[src/rtl/fifo_wr_arbiter_if.sv]
// Write-port bundle between producers, the arbiter and the async FIFO.
// master: producer/FIFO side; slave: the arbiter.
interface fifo_wr_arbiter_if #(
    parameter int N     = 4,
    parameter int W     = 8,
    parameter int CNT_W = 7
);
    logic [N-1:0]     req;
    logic [N*W-1:0]   din;
    logic [N-1:0]     ack;
    logic [N-1:0]     grant;
    logic             fifo_full;
    logic [CNT_W-1:0] fifo_cnt;
    logic             fifo_wr;
    logic [W-1:0]     fifo_din;
    logic             busy;

    modport master (
        output req, din, fifo_full, fifo_cnt,
        input  ack, grant, fifo_wr, fifo_din, busy
    );

    modport slave (
        input  req, din, fifo_full, fifo_cnt,
        output ack, grant, fifo_wr, fifo_din, busy
    );
endinterface

[src/rtl/fifo_wr_arbiter.sv]
// Round-robin burst-locked arbiter for the async FIFO write port.
// Define ARB_STATS_EN to add per-requester beat and stall counters.
module fifo_wr_arbiter #(
    parameter int N         = 4,
    parameter int W         = 8,
    parameter int DEPTH     = 64,
    parameter int CNT_W     = 7,
    parameter int MAX_BURST = 4
) (
    input  logic             clk,
    input  logic             rst,
    fifo_wr_arbiter_if.slave bus
`ifdef ARB_STATS_EN
    ,
    output logic [N*16-1:0]  beats,
    output logic [15:0]      stalls
`endif
);

    localparam int PW = (N > 1) ? $clog2(N) : 1;

    typedef enum logic {IDLE, BURST} state_e;

    state_e         state_q, state_d;
    logic [N-1:0]   grant_q, grant_d;
    logic [PW-1:0]  ptr_q, ptr_d;
    logic [3:0]     beat_q, beat_d;
    logic           wr_q, wr_d;
    logic [W-1:0]   wdat_q, wdat_d;

    logic [PW-1:0]  owner;
    logic [PW-1:0]  ptr_nxt;
    logic           own_req;
    logic           stall;
    logic           accept;
    logic           rel;

    // First requester at or above p, wrapping modulo N.
    function automatic logic [PW-1:0] pick(input logic [N-1:0] r,
                                           input logic [PW-1:0] p);
        logic [PW-1:0] sel;
        logic          found;
        int            idx;
        sel   = '0;
        found = 1'b0;
        for (int k = 0; k < N; k++) begin
            idx = (int'(p) + k) % N;
            if (!found && r[idx]) begin
                sel   = PW'(idx);
                found = 1'b1;
            end
        end
        return sel;
    endfunction

    // Binary index of the one-hot owner.
    always_comb begin
        owner = '0;
        for (int i = 0; i < N; i++) begin
            if (grant_q[i]) owner = PW'(i);
        end
    end

    // The in-flight write in the output register counts towards occupancy.
    assign stall   = bus.fifo_full |
                     (wr_q & (bus.fifo_cnt >= CNT_W'(DEPTH - 1)));
    assign own_req = bus.req[owner];
    assign accept  = (state_q == BURST) & own_req & ~stall;
    assign rel     = (accept & (beat_q == 4'(MAX_BURST - 1))) | ~own_req;
    assign ptr_nxt = (int'(owner) == N - 1) ? '0 : PW'(int'(owner) + 1);

    // State and datapath registers.
    always_ff @(posedge clk or posedge rst) begin
        if (rst) begin
            state_q <= IDLE;
            grant_q <= '0;
            ptr_q   <= '0;
            beat_q  <= '0;
            wr_q    <= 1'b0;
            wdat_q  <= '0;
        end else begin
            state_q <= state_d;
            grant_q <= grant_d;
            ptr_q   <= ptr_d;
            beat_q  <= beat_d;
            wr_q    <= wr_d;
            wdat_q  <= wdat_d;
        end
    end

    // Next state: grant, burst counting and same-cycle handover.
    always_comb begin
        state_d = state_q;
        grant_d = grant_q;
        ptr_d   = ptr_q;
        beat_d  = beat_q;
        wr_d    = 1'b0;
        wdat_d  = wdat_q;
        case (state_q)
            IDLE: begin
                if (|bus.req) begin
                    grant_d = N'(1) << pick(bus.req, ptr_q);
                    beat_d  = '0;
                    state_d = BURST;
                end
            end
            BURST: begin
                if (accept) begin
                    wr_d   = 1'b1;
                    wdat_d = bus.din[int'(owner)*W +: W];
                    beat_d = beat_q + 4'd1;
                end
                if (rel) begin
                    ptr_d  = ptr_nxt;
                    beat_d = '0;
                    if (|bus.req) begin
                        grant_d = N'(1) << pick(bus.req, ptr_nxt);
                        state_d = BURST;
                    end else begin
                        grant_d = '0;
                        state_d = IDLE;
                    end
                end
            end
            default: ;
        endcase
    end

    // Outputs: combinational ack, registered FIFO pins.
    always_comb begin
        bus.ack = '0;
        if (accept) bus.ack = grant_q;
    end

    assign bus.grant    = grant_q;
    assign bus.fifo_wr  = wr_q;
    assign bus.fifo_din = wdat_q;
    assign bus.busy     = |grant_q;

`ifdef ARB_STATS_EN
    logic [N-1:0][15:0] beats_q;
    logic [15:0]        stalls_q;

    // Per-requester ack counters wrap; the stall counter saturates.
    always_ff @(posedge clk or posedge rst) begin
        if (rst) begin
            beats_q  <= '0;
            stalls_q <= '0;
        end else begin
            for (int i = 0; i < N; i++) begin
                if (bus.ack[i]) beats_q[i] <= beats_q[i] + 16'd1;
            end
            if ((|grant_q) & own_req & stall & (stalls_q != 16'hFFFF))
                stalls_q <= stalls_q + 16'd1;
        end
    end

    assign beats  = beats_q;
    assign stalls = stalls_q;
`endif

endmodule

[src/flat_wrapper.sv]
// flat-port wrapper written by rule: the top's interface ports become plain ports
module fifo_wr_arbiter_flat 
#(
    parameter int N         = 4,
    parameter int W         = 8,
    parameter int DEPTH     = 64,
    parameter int CNT_W     = 7,
    parameter int MAX_BURST = 4
)
  (clk, rst, bus_req, bus_din, bus_fifo_full, bus_fifo_cnt, bus_ack, bus_grant, bus_fifo_wr, bus_fifo_din, bus_busy);
  fifo_wr_arbiter_if #(.N(N), .W(W), .CNT_W(CNT_W)) bus_i ();
  input  logic clk;
  input  logic rst;
  input wire logic [$bits(bus_i.req)-1:0] bus_req;
  input wire logic [$bits(bus_i.din)-1:0] bus_din;
  input wire logic [$bits(bus_i.fifo_full)-1:0] bus_fifo_full;
  input wire logic [$bits(bus_i.fifo_cnt)-1:0] bus_fifo_cnt;
  output wire logic [$bits(bus_i.ack)-1:0] bus_ack;
  output wire logic [$bits(bus_i.grant)-1:0] bus_grant;
  output wire logic [$bits(bus_i.fifo_wr)-1:0] bus_fifo_wr;
  output wire logic [$bits(bus_i.fifo_din)-1:0] bus_fifo_din;
  output wire logic [$bits(bus_i.busy)-1:0] bus_busy;
  assign bus_i.req = bus_req;
  assign bus_i.din = bus_din;
  assign bus_i.fifo_full = bus_fifo_full;
  assign bus_i.fifo_cnt = bus_fifo_cnt;
  assign bus_ack = bus_i.ack;
  assign bus_grant = bus_i.grant;
  assign bus_fifo_wr = bus_i.fifo_wr;
  assign bus_fifo_din = bus_i.fifo_din;
  assign bus_busy = bus_i.busy;
  fifo_wr_arbiter #(.N(N), .W(W), .DEPTH(DEPTH), .CNT_W(CNT_W), .MAX_BURST(MAX_BURST)) u_core (.clk(clk), .rst(rst), .bus(bus_i));
endmodule
[config.mk]
export PLATFORM = sky130hd
export DESIGN_NAME = fifo_wr_arbiter_flat
export DESIGN_NICKNAME = d
export VERILOG_FILES = /design/src/rtl/fifo_wr_arbiter_if.sv /design/src/rtl/fifo_wr_arbiter.sv /design/src/flat_wrapper.sv
export SDC_FILE = /design/constraint.sdc
export NUM_CORES = 1
export LEC_CHECK = 0
export ABC_AREA = 1
export BUFFER_PORTS_ARGS = -buffer_cell sky130_fd_sc_hd__buf_2
export CAP_MARGIN = 0
export CORE_MARGIN = 2
export CORE_UTILIZATION = 53
export DETAILED_ROUTE_END_ITERATION = 10
export PLACE_DENSITY_LB_ADDON = 0.3
export SLEW_MARGIN = 20
export SYNTH_ARGS = -nofsm -noshare
export SYNTH_HDL_FRONTEND = slang
export SYNTH_SLANG_ARGS = --single-unit
[constraint.sdc]
create_clock -name clk -period 3.1 [get_ports clk]
set_clock_uncertainty 0.1 [all_clocks]
set_input_delay 0.62 -clock clk [delete_from_list [all_inputs] [get_ports clk]]
set_output_delay 0.62 -clock clk [all_outputs]
set_load 0.01 [all_outputs]
# Word-level counts from Yosys, hierarchy flattened
# Index checks and enable logic that the tools add are counted.
op_classes:
  div_mod_pow: 0
  n_lt_le_gt_ge: 10
  n_shift: 3
  bitwise_logic: 15
  n_mux: 76
  add_sub_neg: 8
  n_mul: 0
  n_reduce_logical: 24
  n_eq_ne: 5
ops:
  columns: ["op", "count"]
  rows:
  - ["two-way mux 1 bit", 41]
  - ["two-way mux 2 bit", 16]
  - ["indexed part select 32 x 6 -> 8 bit", 1]
  - ["two-way mux 4 bit", 7]
  - ["< comparator 3 x 4 -> 1 bit, second input constant", 6]
  - ["binary-select mux 1 bit (select 2 bit)", 9]
  - ["one-hot mux 4 bit (2 select lines)", 2]
  - ["OR reduction 2 bit", 6]
  - ["< comparator 2 x 3 -> 1 bit, second input constant", 3]
  - ["adder 2 bit, second input constant", 4]
  - ["AND reduction 2 bit", 4]
  - ["OR reduction 4 bit", 2]
  - ["left shift 1 x 2 -> 4 bit, first input constant", 2]
  - [">= comparator 7 x 6 -> 1 bit, second input constant", 1]
  - ["adder 2 x 1 -> 2 bit, second input constant", 3]
  - ["AND 1 bit, first input constant", 6]
  - ["logical AND 1 bit", 6]
  - ["logical NOT 1 bit", 6]
  - ["adder 4 x 1 -> 4 bit, second input constant", 1]
  - ["AND 1 bit", 4]
  - ["== test 4 x 2 -> 1 bit, second input constant", 1]
  - ["inequality test 3 bit, second input constant", 1]
  - ["inverter 1 bit", 3]
  - ["== test 2 x 1 -> 1 bit, second input constant", 1]
  - ["other kinds (4)", 5]
word_totals:
  input_bits: 46
  memories: 0
  output_inout_bits: 18
  latch_bits: 0
  romBits: 0
  register_bits: 20
  mem_bits_rw: 0

# Logic depth before layout (Yosys ltp)
logic_depth:
  depth_word: 33
  ltp_mapped: 15
  mapped_depth_nobuf: 15

# Least setup slack after synthesis
# OpenSTA, ideal clock, no wires.
synth_timing:
  path_type: "register to output"
  start: "reg u_core.grant_q[2] (netlist: u_core.bus.grant[2])"
  end: "out bus_ack[0]"
  n_path_buf: 1
  stages_incl_launch_ff: 12
  required_time_ns: 2.380
  path_slack_ns: 0.813
  t_arrival_ns: 1.567
  path_cell_list: "dfrtp_1 > inv_2 > nand2_4 > nand2_4 > nand2_1 > nand2_2 > o21ai_4 > inv_1 > nor2_2 > inv_1 > buf_2 > nor2_1"
synth_via:
  elab_chain_len: 7
synth_lines:
  columns: ["element", "line_no", "source"]
  rows:
  - ["start, declared", "fifo_wr_arbiter.sv:25", "logic [N-1:0] grant_q, grant_d;"]
  - ["start signal, assigned", "fifo_wr_arbiter.sv:83", "grant_q <= grant_d;"]
  - ["two-way mux 2 bit (2 in a row)", "fifo_wr_arbiter.sv:60", "if (grant_q[i]) owner = PW'(i);"]
  - ["binary-select mux 1 bit (select 2 bit)", "fifo_wr_arbiter.sv:67", "assign own_req = bus.req[owner];"]
  - ["two-way mux 1 bit (implied by the code)", "fifo_wr_arbiter.sv:67", null]
  - ["AND 1 bit (2 in a row)", "fifo_wr_arbiter.sv:68", "assign accept = (state_q == BURST) & own_req & ~stall;"]
  - ["two-way mux 4 bit", "fifo_wr_arbiter.sv:132", "if (accept) bus.ack = grant_q;"]
  - ["end, declared", "flat_wrapper.sv:18", "output wire logic [$bits(bus_i.ack)-1:0] bus_ack;"]
# No other way between the ends. The select of a mux whose other input is x is not followed.

# Final worst setup path
# Same ends and word-level chain as after synthesis.

==> results.md <==
* DRT iter0 DRCs at approximately 130
* Seq/Total Area, Yosys at between 20% and 30%
* Hold buffer count at cts at 0
* Die height at just over 60 um
* Tmin final at about 2.8 ns
* Critical path class: reg2out
* Clk sink count at 20
* DR WL/cell at roughly 12 um
* Combinational power share at between 70% and 80%
* CP Cell Sequence: inv_2, nand2_4, nand2_4, nand2_1, nand2_2, o21ai_4, inv_1, nor2_2, inv_1, nor2_1, buf_2
* Number of diodes at 0
* Yosys reg bits at 20
* Vias per std cell at between 5 and 6
* Maximum clock insertion buffer count at 2
* Synthesis Warnings at 0
* Fmax at ~0.35 GHz
* Area post-placement at about 0.0021 mm^2
* Clock-pin slew on the worst setup and hold paths at between 0.1 and 0.15 ns
* DR DRC count at 0
* Die Wd at about 60 um
* Worst path max stage delay at ~0.46 ns
* Setup violators final at 0
* # IOs at 64
* DP Worst Slack at approximately 0.60 ns
* R2r endpoint: u_core.bus.grant[2]
* Crit path required time at ~2.4 ns
* Min-delay worst type: in2async
* Slew @ Worst Pin at between 0.7 and 0.8 ns
* Netlist cell types at 30
* P_leak at roughly 0.0012 uW
* R2R Setup Slk at around 0.95 ns
* DP Wirelength at about 3500 um
* DR pass1 iterations at 4
* Final net count at ~380
* CP Launch Point: u_core.bus.grant[2]
* Synth-to-Final Area Change at 24.36%
* Synthesized cell area at ~0.0017 mm^2
* DRT antenna net count at 0
* Fin crit share at 91.23%
* Sw Share at 53.90%
* Syn nets at ~320
* Psw at roughly 1300 uW
* Max Cap Viol at 0
* Cell family with most CP delay: simple AND/OR/NAND/NOR gates
* Placeable Area at about 0.003 mm^2
* DR vias at around 2000
* CTS tree: built
* Starting Density at between 50% and 60%
* Max Slew Vio Count at 0
* FF-to-FF path depth at 13
* Crit. End Element: output port
* Syn avg cell area at about 6.3 um^2
* Die area at 0.003677 mm^2
* Worst VDD drop at just under 600 uV
* Initial antenna violation count at 0
* Status: finished, final reports clean
* Routed Wire Length at ~4500 um
* Share of cells above drive strength 1 at 28.66%
* RSZ-0062 raised after global routing: no
* Slowest CP cell: dfrtp_1
* Origin of the critical flop-to-flop path: u_core.bus.grant[3]
* Max_slew headroom at about 50%
* Finished Cell Area at roughly 0.0021 mm^2
* Largest net degree at the start of global routing at 21
* IO Port Bufs at 63
* Crit-path max FO at 17
* Internal Power at roughly 1100 uW
* Clk pwr share at a little under a tenth
* Pwr dens at 1123 mW/mm^2
* Grt ovf at 0
* Root buf cell: clkbuf_4
* Crit path buf inv count at 4
* Placer Congestion at approximately 0.93
* PnR worst setup slack at between 0.2 and 0.3 ns
* Number of stages on the worst setup path at 11
* Crit start category: flip-flop
* Resize count post-CTS at 0
* Cts bufs inserted at 3
* H-tree levels at 1
* Total GRT Usage at between 20% and 30%
* Vias in the first global route at roughly 1800
* Reg power frac at about a fifth
* Worst Path Arrival at roughly 2.1 ns
* Post-CTS Setup Bufs at 0
* Skew-Pair Late Insertion Delay at roughly 0.31 ns
* Num rows at 20
* Setup TNS at 0 ns
* Final Hold Fails at 0
* First-pass GRT wire length at ~7600 um
* Cells after synthesis at between 200 and 300
Yosys cell counts:
cell / n / area [um^2]
and2_1: 2 / 12.51
o32ai_1: 2 / 17.52
inv_2: 5 / 18.77
buf_4: 2 / 15.01
xor2_1: 1 / 8.760
o21bai_1: 1 / 7.510
nand2_1: 76 / 285.3
nand3_1: 32 / 160.2
inv_1: 21 / 78.83
o22ai_1: 8 / 50.05
xnor2_1: 1 / 8.760
buf_2: 4 / 20.02
nand4_2: 1 / 12.51
ha_1: 1 / 12.51
nor3_2: 1 / 10.01
nor2_2: 4 / 25.02
a21oi_1: 5 / 25.02
o21ai_1: 1 / 5.000
nand2_2: 8 / 50.05
a21boi_0: 1 / 7.510
nand2_4: 4 / 45.04
nand3b_1: 1 / 7.510
nor2_1: 40 / 150.1
o21ai_0: 20 / 100.1
o21ai_4: 1 / 16.27
o21ai_2: 1 / 8.760
nand4_1: 5 / 31.28
nor4_1: 1 / 6.260
clkbuf_1: 1 / 3.750
dfrtp_1: 20 / 500.5
through the flow:
| stage | hold WS, ns | instances | total power, uW | util, % |
|---|---|---|---|---|
| after floorplan | 0.3723 | 271 | 1739 | - |
| after global placement | 0.3511 | 375 | 2130 | 67.54 |
| after detailed placement | 0.3540 | 375 | 2144 | 67.54 |
| after CTS | 0.3385 | 379 | 2364 | 69.26 |
| after global routing | 0.3751 | 379 | 2636 | 69.26 |
| final | 0.3110 | 379 | 2375 | 69.26 |
layout make-up:
| type | instances | area [um^2] |
|---|---|---|
| multi-input cells | 218 | 1064 |
| fillers | 285 | 938.4 |
| repair buffers | 67 | 345.3 |
| well taps | 44 | 55.05 |
| inverters | 26 | 97.59 |
| clock buffers | 3 | 22.52 |
| flip-flops and latches | 20 | 500.5 |
| clock inverters | 1 | 30.03 |
cells in the final DEF, fill, tap and decap left out, types with 8 or more instances in the layout:
master   synthesis  layout
buf_2            4      63
dfrtp_1         20      20
inv_1           21      21
nand2_1         76      76
nand2_2          8       8
nand3_1         32      32
nor2_1          40      40
o21ai_0         20      20
o22ai_1          8       8
worst max-delay path by stage:
stage | to
after floorplan | bus_ack[0]
after global placement | bus_ack[2]
after detailed placement | bus_ack[0]
after CTS | bus_ack[0]
after global routing | bus_ack[0]
final | bus_ack[0]
cell families (layout without fill, tap and decap cells):
logic type | Yosys count | after routing | share of synthesized area [%]
AOI/OAI and AO/OA | 40 | 40 | 13.98
xor gates and xnor gates | 2 | 2 | 1.030
adders and majority gates | 1 | 1 | 0.7357
buffers and inverters | 33 | 97 | 8.021
DFF | 20 | 20 | 29.43
and+or+nand+nor | 175 | 175 | 46.80
sequential cells by signal, summed over array words and instances, names as in the netlist:
| name | flops |
|---|---|
| u_core.beat_q | 4 |
| u_core.ptr_q | 2 |
| u_core.bus.fifo_din | 8 |
| u_core.bus.fifo_wr | 1 |
| u_core.state_q | 1 |
| u_core.bus.grant | 4 |
layer usage:
metal  GRT usage [%]  wire length, um  part of all wire, %  vias to the layer above
met5               0                0                    0                        -
met4           4.658               33                 0.74                        0
met3           5.970              330                  7.4                        4
met2           45.78             2139                   48                       71
met1           35.83             1972                   44                      889
li1                -                -                    -                     1013
power by group through the flow:
stage          Clock (uW)  Sequential [uW]  Combinational [uW]
4_1_cts               214              484                1670
5_1_grt               231              501                1900
6_report              217              483                1670
3_5_place_dp            0              487                1660
3_3_place_gp            0              486                1640
2_1_floorplan           0              504                1240
Note: power is estimated with default switching activity, not from simulation.
